<file path="src/rtl/rx_buffer_ctrl.sv">
// UART receive buffer controller: circular FIFO in an external single-port RAM,
// with end-of-message tracking and a registered consumer read path.
module rx_buffer_ctrl #(
  parameter int unsigned ADDR_W   = 4,
  parameter logic [7:0]  EOM_CHAR = 8'h0D
) (
  input  logic              clk,
  input  logic              rst,
  input  logic              charRecived,
  input  logic [7:0]        dataToMem,
  input  logic              rdReq,
  input  logic              clrOvf,
  output logic [ADDR_W-1:0] memAddr,
  output logic              memWrEn,
  output logic [7:0]        memWrData,
  output logic              memRdEn,
  input  logic [7:0]        memRdData,
  output logic [7:0]        rdData,
  output logic              rdValid,
  output logic [ADDR_W:0]   count,
  output logic              full,
  output logic              empty,
  output logic [ADDR_W:0]   msgCount,
  output logic              msgReady,
  output logic              overflow
);

  localparam int unsigned CNT_W = ADDR_W + 1;
  localparam int unsigned DEPTH = 1 << ADDR_W;
  localparam logic [CNT_W-1:0] FULL_CNT = CNT_W'(DEPTH);

  typedef enum logic [1:0] {IDLE, WR, RD, RDW} state_t;

  state_t            state;
  logic [1:0]        syncR;
  logic              syncDly;
  logic              byteEvt;
  logic              pend;
  logic [7:0]        holdData;
  logic [ADDR_W-1:0] wrPtr;
  logic [ADDR_W-1:0] rdPtr;
  logic              dropNow_c;
  logic              fullDrop_c;

  // A new byte while one is still waiting is lost; the slot frees on WR exit.
  assign dropNow_c  = byteEvt & pend & (state != WR);
  assign fullDrop_c = (state == WR) & ~memWrEn;

  // Strobe synchronizer and single-shot rising-edge detect
  always_ff @(posedge clk or negedge rst) begin
    if (!rst) begin
      syncR   <= 2'b00;
      syncDly <= 1'b0;
      byteEvt <= 1'b0;
    end else begin
      syncR   <= {syncR[0], charRecived};
      syncDly <= syncR[1];
      byteEvt <= syncR[1] & ~syncDly;
    end
  end

  // Holding register for the byte awaiting a RAM write slot
  always_ff @(posedge clk or negedge rst) begin
    if (!rst) begin
      pend     <= 1'b0;
      holdData <= 8'h00;
    end else if (byteEvt && !dropNow_c) begin
      pend     <= 1'b1;
      holdData <= dataToMem;
    end else if (state == WR) begin
      pend     <= 1'b0;
    end
  end

  // Sticky overflow; a drop in the same cycle beats the clear
  always_ff @(posedge clk or negedge rst) begin
    if (!rst) begin
      overflow <= 1'b0;
    end else if (dropNow_c || fullDrop_c) begin
      overflow <= 1'b1;
    end else if (clrOvf) begin
      overflow <= 1'b0;
    end
  end

  // RAM port arbitration FSM with registered outputs and occupancy tracking
  always_ff @(posedge clk or negedge rst) begin
    if (!rst) begin
      state     <= IDLE;
      memAddr   <= '0;
      memWrEn   <= 1'b0;
      memWrData <= 8'h00;
      memRdEn   <= 1'b0;
      rdData    <= 8'h00;
      rdValid   <= 1'b0;
      wrPtr     <= '0;
      rdPtr     <= '0;
      count     <= '0;
      full      <= 1'b0;
      empty     <= 1'b1;
      msgCount  <= '0;
      msgReady  <= 1'b0;
    end else begin
      memWrEn <= 1'b0;
      memRdEn <= 1'b0;
      rdValid <= 1'b0;
      case (state)
        IDLE: begin
          if (pend) begin
            state <= WR;
            if (!full) begin
              memWrEn   <= 1'b1;
              memAddr   <= wrPtr;
              memWrData <= holdData;
            end
          end else if (rdReq && !empty) begin
            state   <= RD;
            memRdEn <= 1'b1;
            memAddr <= rdPtr;
          end
        end
        WR: begin
          state <= IDLE;
          if (memWrEn) begin
            wrPtr <= wrPtr + ADDR_W'(1);
            count <= count + CNT_W'(1);
            full  <= (count + CNT_W'(1)) == FULL_CNT;
            empty <= 1'b0;
            if (memWrData == EOM_CHAR) begin
              msgCount <= msgCount + CNT_W'(1);
              msgReady <= 1'b1;
            end
          end
        end
        RD: begin
          state <= RDW;
        end
        RDW: begin
          state   <= IDLE;
          rdData  <= memRdData;
          rdValid <= 1'b1;
          rdPtr   <= rdPtr + ADDR_W'(1);
          count   <= count - CNT_W'(1);
          full    <= 1'b0;
          empty   <= count == CNT_W'(1);
          if (memRdData == EOM_CHAR && msgCount != '0) begin
            msgCount <= msgCount - CNT_W'(1);
            msgReady <= msgCount != CNT_W'(1);
          end
        end
        default: state <= IDLE;
      endcase
    end
  end

endmodule

</file>
<file path="config.mk">
export PLATFORM = sky130hd
export DESIGN_NAME = rx_buffer_ctrl
export DESIGN_NICKNAME = d
export VERILOG_FILES = /design/src/rtl/rx_buffer_ctrl.sv
export SDC_FILE = /design/constraint.sdc
export NUM_CORES = 1
export LEC_CHECK = 0
export CAP_MARGIN = 40
export CORE_UTILIZATION = 54
export CTS_CLUSTER_DIAMETER = 120
export CTS_CLUSTER_SIZE = 30
export DETAILED_ROUTE_END_ITERATION = 6
export PLACE_DENSITY = 0.84
export SLEW_MARGIN = 20
export SYNTH_ARGS = -nofsm -noshare
export SYNTH_HDL_FRONTEND = slang
export SYNTH_SLANG_ARGS = --single-unit
</file>
<file path="constraint.sdc">
create_clock -name clk -period 4.43 [get_ports clk]
set_input_delay 0.886 -clock clk [delete_from_list [all_inputs] [get_ports clk]]
set_output_delay 0.886 -clock clk [all_outputs]
set_load 0.1 [all_outputs]
</file>
==> impl_metrics.yaml, run 1 <==
cells_and_area:
  post-route-util: 0.868
  area_growth_pct: 53.2
  drive_above_1_share: 0.234
  diodes: 0
  final_nets: 360
clock_tree:
  cts_resized: 0
  htreeDepth: 3
  cts_setup_buffers: 0
  root_buffer: "clkbuf_8"
  clkSinkCount: 60
  clk-insertion-delay-late_ns: 0.34
  clockBufferDepth: 2
  numCtsBuffers: 9
  cts.reportedPaths.clkPinSlew_ns: 0.07
  ctsHoldBuffers: 0
  cts_tree: "yes"
yosys:
  yosys.cell_count.top_type: "dfrtp_1"
  synth_nets: 263
  synth-xor-area-share: 0.0488
  yosys.area.top_type: "dfrtp_1"
  ys_types: 46
  synth-async-reset-ratio: 1.00
  netlist_instances: 232
  synth_edf_count: 0
  synthTopCellsByCount: "dfrtp_1, nand2_1, mux2_2"
  syn_area_um2: 2690
  synth.area.top_cells: "dfrtp_1, mux2_2, nand2_1"
  synth_top_area_frac: 0.548
  postSynthAreaPerCell_um2: 11.6
  synth-compound-area-share: 0.0790
  ys_warn_count: 0
  yosys.area_share.simple: 0.148
  ys_seq_elements: 60
  ys.flop_type: "dfrtp_1"
  synth.area.mux_share: 0.0934
  synth_top_family_by_area: "simple AND/OR/NAND/NOR gates"
  synthAdderAreaFrac: 0.0464
  synth_seq_area_share: 0.558
routing:
  highest_layer: "met4"
  wire_per_inst_um: 17.5
  firstDrtPassIters: 4
  vias: 2228
  wirelength_mm: 7.04
  drt_iter0_markers: 159
  final_antenna_net_count: 0
  route.layer.met1.wl_mm: 2.78
  route.met2.wl_mm: 3.72
  via_per_inst: 5.56
  met3_length_um: 319
  drc: 0
floorplanning:
  die_h_um: 72.6
  die_area_um2: 5280
  initial_core_util: 0.567
  ioPinCount: 58
  die_w_um: 72.6
  rows: 25
  core_um2: 4750
setup_path:
  crit_arrival_ns: 1.72
  worstSetupEndpointType: "output port"
  path_class: "reg2out"
  cp-start-kind: "flip-flop"
  crit_fanout: 11
  cp_data_required_time_ns: 3.54
global_route:
  grt_usage: 0.314
  gr-total-overflow: 0
  grt_pass1_vias: 2378
  antenna_found_initial: 0
  grt_max_degree: 61
  grt_first_pass_wirelength_mm: 11.9
timing:
  hold_viol: 0
  tightest_slew_ns: 0.737
  fmax_mhz: 383
  fin_crit_sh: 0.589
  drv_slew: 0
  final.min_clock_period_ns: 2.61
  relSlewSlack: 0.509
  rsz0062_at_grt: "no"
  worst_slack_ns: 1.82
  finalSetupTns_ns: 0
  finClkSkew_ns: 0.00976
  setup_viol: 0
run:
  maxCapViolations: 0
placement:
  place_congestion: 0.749
  io_buffers: 57
  dp_hpwl_mm: 4.56
  dpl_worst_slack_ns: 1.59
hold_path:
  hold_path.class: "reg2reg"
run_status:
  outcome: "complete, no violations"
placed cells by master, fill, tap and decap left out, drive strengths merged, types with 6 or more instances in the layout:
| cell type | count |
|---|---|
| dfrtp | 59 |
| clkdlybuf4s50 | 56 |
| ha | 10 |
| nor2 | 7 |
| nand3 | 6 |
| buf | 40 |
| clkbuf | 12 |
| mux2 | 17 |
| o21ai | 6 |
| xnor2 | 11 |
| nand2 | 38 |
| inv | 8 |
| mux2i | 6 |
through the flow:
stage | instances | cell area [µm²] | hold WS (ns)
2_1_floorplan | 232 | 2690 | 0.331
3_3_place_gp | 347 | 3310 | 0.331
3_5_place_dp | 385 | 3900 | 0.345
4_1_cts | 401 | 4130 | 0.365
5_1_grt | 401 | 4130 | 0.374
6_report | 401 | 4130 | 0.358
state kept, by name, indices dropped and copies added (netlist names), 2 cells and up:
register,count
holdData,8
state,2
memWrData,8
wrPtr,4
rdPtr,4
rdData,8
memAddr,4
msgCount,5
syncR,2
count,5
metal layers:
metal	up-vias	GRT usage
met4	0	0.146
met1	1125	0.371
met2	76	0.534
met5	-	0
li1	1005	-
met3	22	0.0856
worst max-delay path, cell delays in order (launching register included):
cell and delay, ns:
dfrtp_1 0.58, clkdlybuf4s50_1 0.59, buf_8 0.20
cells by family after synthesis:
family / count (synthesis)
adder cells (fa/ha/maj): 10
XOR/XNOR: 15
buffers and inverters: 18
AO/OA/AOI/OAI: 28
flip-flops: 60
AND/OR/NAND/NOR: 78
multiplexers: 23
layout make-up:
type,instances,area (µm²)
clock buffers,12,155
clock inverters,4,72.6
fillers,225,627
inverters,8,30.0
multi-input cells,154,1120
flip-flops and latches,60,1500
well taps,67,83.8
repair buffers,96,1160
final timing paths:
path,from,endpoint,slack [ns],cells after the start
hold reg to reg,syncR[0]$_DFF_PN0_,syncR[1]$_DFF_PN0_,0.36,0
min in group asynchronous,rst,holdData[2]$_DFFE_PN0P_,0.69,2
setup / recovery,count[0]$_DFFE_PN0P_,count[0],1.82,2
setup reg to reg,state[1]$_DFFE_PN0P_,msgCount[1]$_DFFE_PN0P_,1.99,5
max in group asynchronous,rst,wrPtr[0]$_DFFE_PN0P_,3.26,2
hold / removal,syncR[0]$_DFF_PN0_,syncR[1]$_DFF_PN0_,0.36,0
Power of run 1 is not shown: default switching activity piles up to over one toggle a cycle in this logic, so the estimate is an artifact.
==> run 2, diff against run 1 <==
--- a/config.mk
+++ b/config.mk
@@ -6,11 +6,11 @@
 export NUM_CORES = 1
 export LEC_CHECK = 0
 export CAP_MARGIN = 40
-export CORE_UTILIZATION = 54
+export CORE_UTILIZATION = 50
 export CTS_CLUSTER_DIAMETER = 120
 export CTS_CLUSTER_SIZE = 30
 export DETAILED_ROUTE_END_ITERATION = 6
-export PLACE_DENSITY = 0.84
+export PLACE_DENSITY = 0.79
 export SLEW_MARGIN = 20
 export SYNTH_ARGS = -nofsm -noshare
 export SYNTH_HDL_FRONTEND = slang
==> constraint.sdc (replaced) <==
create_clock -name clk -period 2.7 [get_ports clk]
set_input_delay 0.54 -clock clk [delete_from_list [all_inputs] [get_ports clk]]
set_output_delay 0.54 -clock clk [all_outputs]
set_load 0.1 [all_outputs]
==> run 2 against run 1 <==
Critical path depth rose by 3. Highest routed layer unchanged. Count of clock-buffer cells in the layout shrank 1. Cell area shrank 17%. Sequential cell count stayed put. Global-route usage decreased by 11 points. Utilization shrank 20 points. Cell count fell by 8.0%. Critical endpoint is now msgCount[1]$_DFFE_PN0P_. Setup slack lost 1.3 ns. Via count shrank 14%. Worst hold slack got worse by 0.0078 ns.
==> impl_metrics.yaml, run 2 (synthesis gave the netlist of run 1 again) <==
run_status:
  outcome: "complete, no violations"
global_route:
  grt_pass1_vias: 1804
  grt_usage: 0.208
  grt_first_pass_wirelength_mm: 8.67
  grt_max_degree: 61
  antenna_found_initial: 0
  gr-total-overflow: 0
hold_path:
  min_delay_path_depth: 0
  worstHoldStart: "syncR[0]$_DFF_PN0_"
  holdPathEnd: "syncR[1]$_DFF_PN0_"
  hold_path.class: "reg2reg"
placement:
  dp_hpwl_mm: 3.64
  io_buffers: 57
  place_congestion: 0.772
floorplanning:
  ioPinCount: 58
  die_h_um: 75.4
  rows: 26
  initial_core_util: 0.524
  core_um2: 5140
  die_w_um: 75.4
  die_area_um2: 5690
routing:
  via_per_inst: 5.17
  firstDrtPassIters: 4
  final_antenna_net_count: 0
  wire_per_inst_um: 14.2
  wirelength_mm: 5.25
  drc: 0
  drt_iter0_markers: 56
  vias: 1909
timing:
  finalSetupTns_ns: 0
  setup_viol: 0
  fmax_mhz: 462
  finClkSkew_ns: 0.00835
  relSlewSlack: 0.506
  tightest_slew_ns: 0.740
  final.min_clock_period_ns: 2.16
  hold_viol: 0
  rsz0062_at_grt: "no"
  timing.hold.ws_ns: 0.350
  fin_crit_sh: 0.802
  drv_slew: 0
setup_path:
  reg2reg_slack_ns: 0.65
  cp_data_required_time_ns: 2.95
  crit_arrival_ns: 2.41
  crit_fanout: 4
  cp_cell_sequence: "clkdlybuf4s50_1, nor4_1, a41oi_2, nor3_1, mux2i_1"
  cp-start-kind: "input port"
  reg2reg_from: "msgCount[1]$_DFFE_PN0P_"
  cp_slowest_stage_delay_ns: 0.49
  rr_worst_depth: 6
  path_class: "in2reg"
  r2r-end: "msgReady$_DFFE_PN0P_"
  slowest_stage: "nor4_1"
  worstSetupEndpointType: "flip-flop"
clock_tree:
  cts.reportedPaths.clkPinSlew_ns: 0.06
  htreeDepth: 3
  root_buffer: "clkbuf_8"
  clk-insertion-delay-late_ns: 0.33
  numCtsBuffers: 9
  clockBufferDepth: 2
  cts_tree: "yes"
  clkSinkCount: 60
  cts_resized: 0
  ctsHoldBuffers: 0
  cts_setup_buffers: 0
cells_and_area:
  final_nets: 325
  final_common_cell: "dfrtp_1"
  area_growth_pct: 27.4
  drive_above_1_share: 0.264
  post-route-util: 0.668
  diodes: 0
  final_cell_mix: "dfrtp_1, buf_4, nand2_1"
  reg_top3: "holdData: 8 flops, memWrData: 8 flops, rdData: 8 flops"
run:
  maxCapViolations: 0
## run 2: worst max path at each step
stage	start	endpoint	cells past startpoint
after floorplan	msgCount[0]$_DFFE_PN0P_	msgCount[1]$_DFFE_PN0P_	6
final	memRdData[5]	msgCount[1]$_DFFE_PN0P_	5
after CTS	memRdData[5]	msgCount[1]$_DFFE_PN0P_	5
after global placement	memRdData[5]	msgCount[1]$_DFFE_PN0P_	5
after detailed placement	memRdData[5]	msgCount[1]$_DFFE_PN0P_	5
after global routing	memRdData[5]	msgCount[1]$_DFFE_PN0P_	5
## run 2: routing by layer
| layer | vias to the layer above | global-route usage | routed length [µm] |
|---|---|---|---|
| met5 | - | 0 | 0 |
| met4 | 0 | 0.0988 | 46 |
| met3 | 6 | 0.0344 | 195 |
| met2 | 41 | 0.321 | 2520 |
| met1 | 926 | 0.287 | 2480 |
| li1 | 936 | - | - |
## run 2: stage by stage
step,area (µm²),setup slack [ns],instances
finish,3430,0.536,369
global route,3430,0.353,369
CTS,3430,0.557,369
detailed placement,3250,0.215,353
global placement,3250,0.323,353
floorplan,2690,0.266,232
## run 2: area by class of cell
class / count / area (µm²)
clock buffer: 11 / 131
multi-input combinational: 154 / 1120
sequential: 60 / 1500
timing repair buffer: 61 / 503
inverter: 8 / 30.0
tap: 70 / 87.6
clock inverter: 5 / 52.6
fill: 414 / 1710
## run 2: critical path: cells and delay by family
family / cells / cell delay [ns]
AND/OR/NAND/NOR: 2 / 0.94
multiplexers: 1 / 0.24
AO/OA/AOI/OAI: 1 / 0.27
buffers and inverters: 1 / 0.43
Power of run 2 is left out for the same reason.
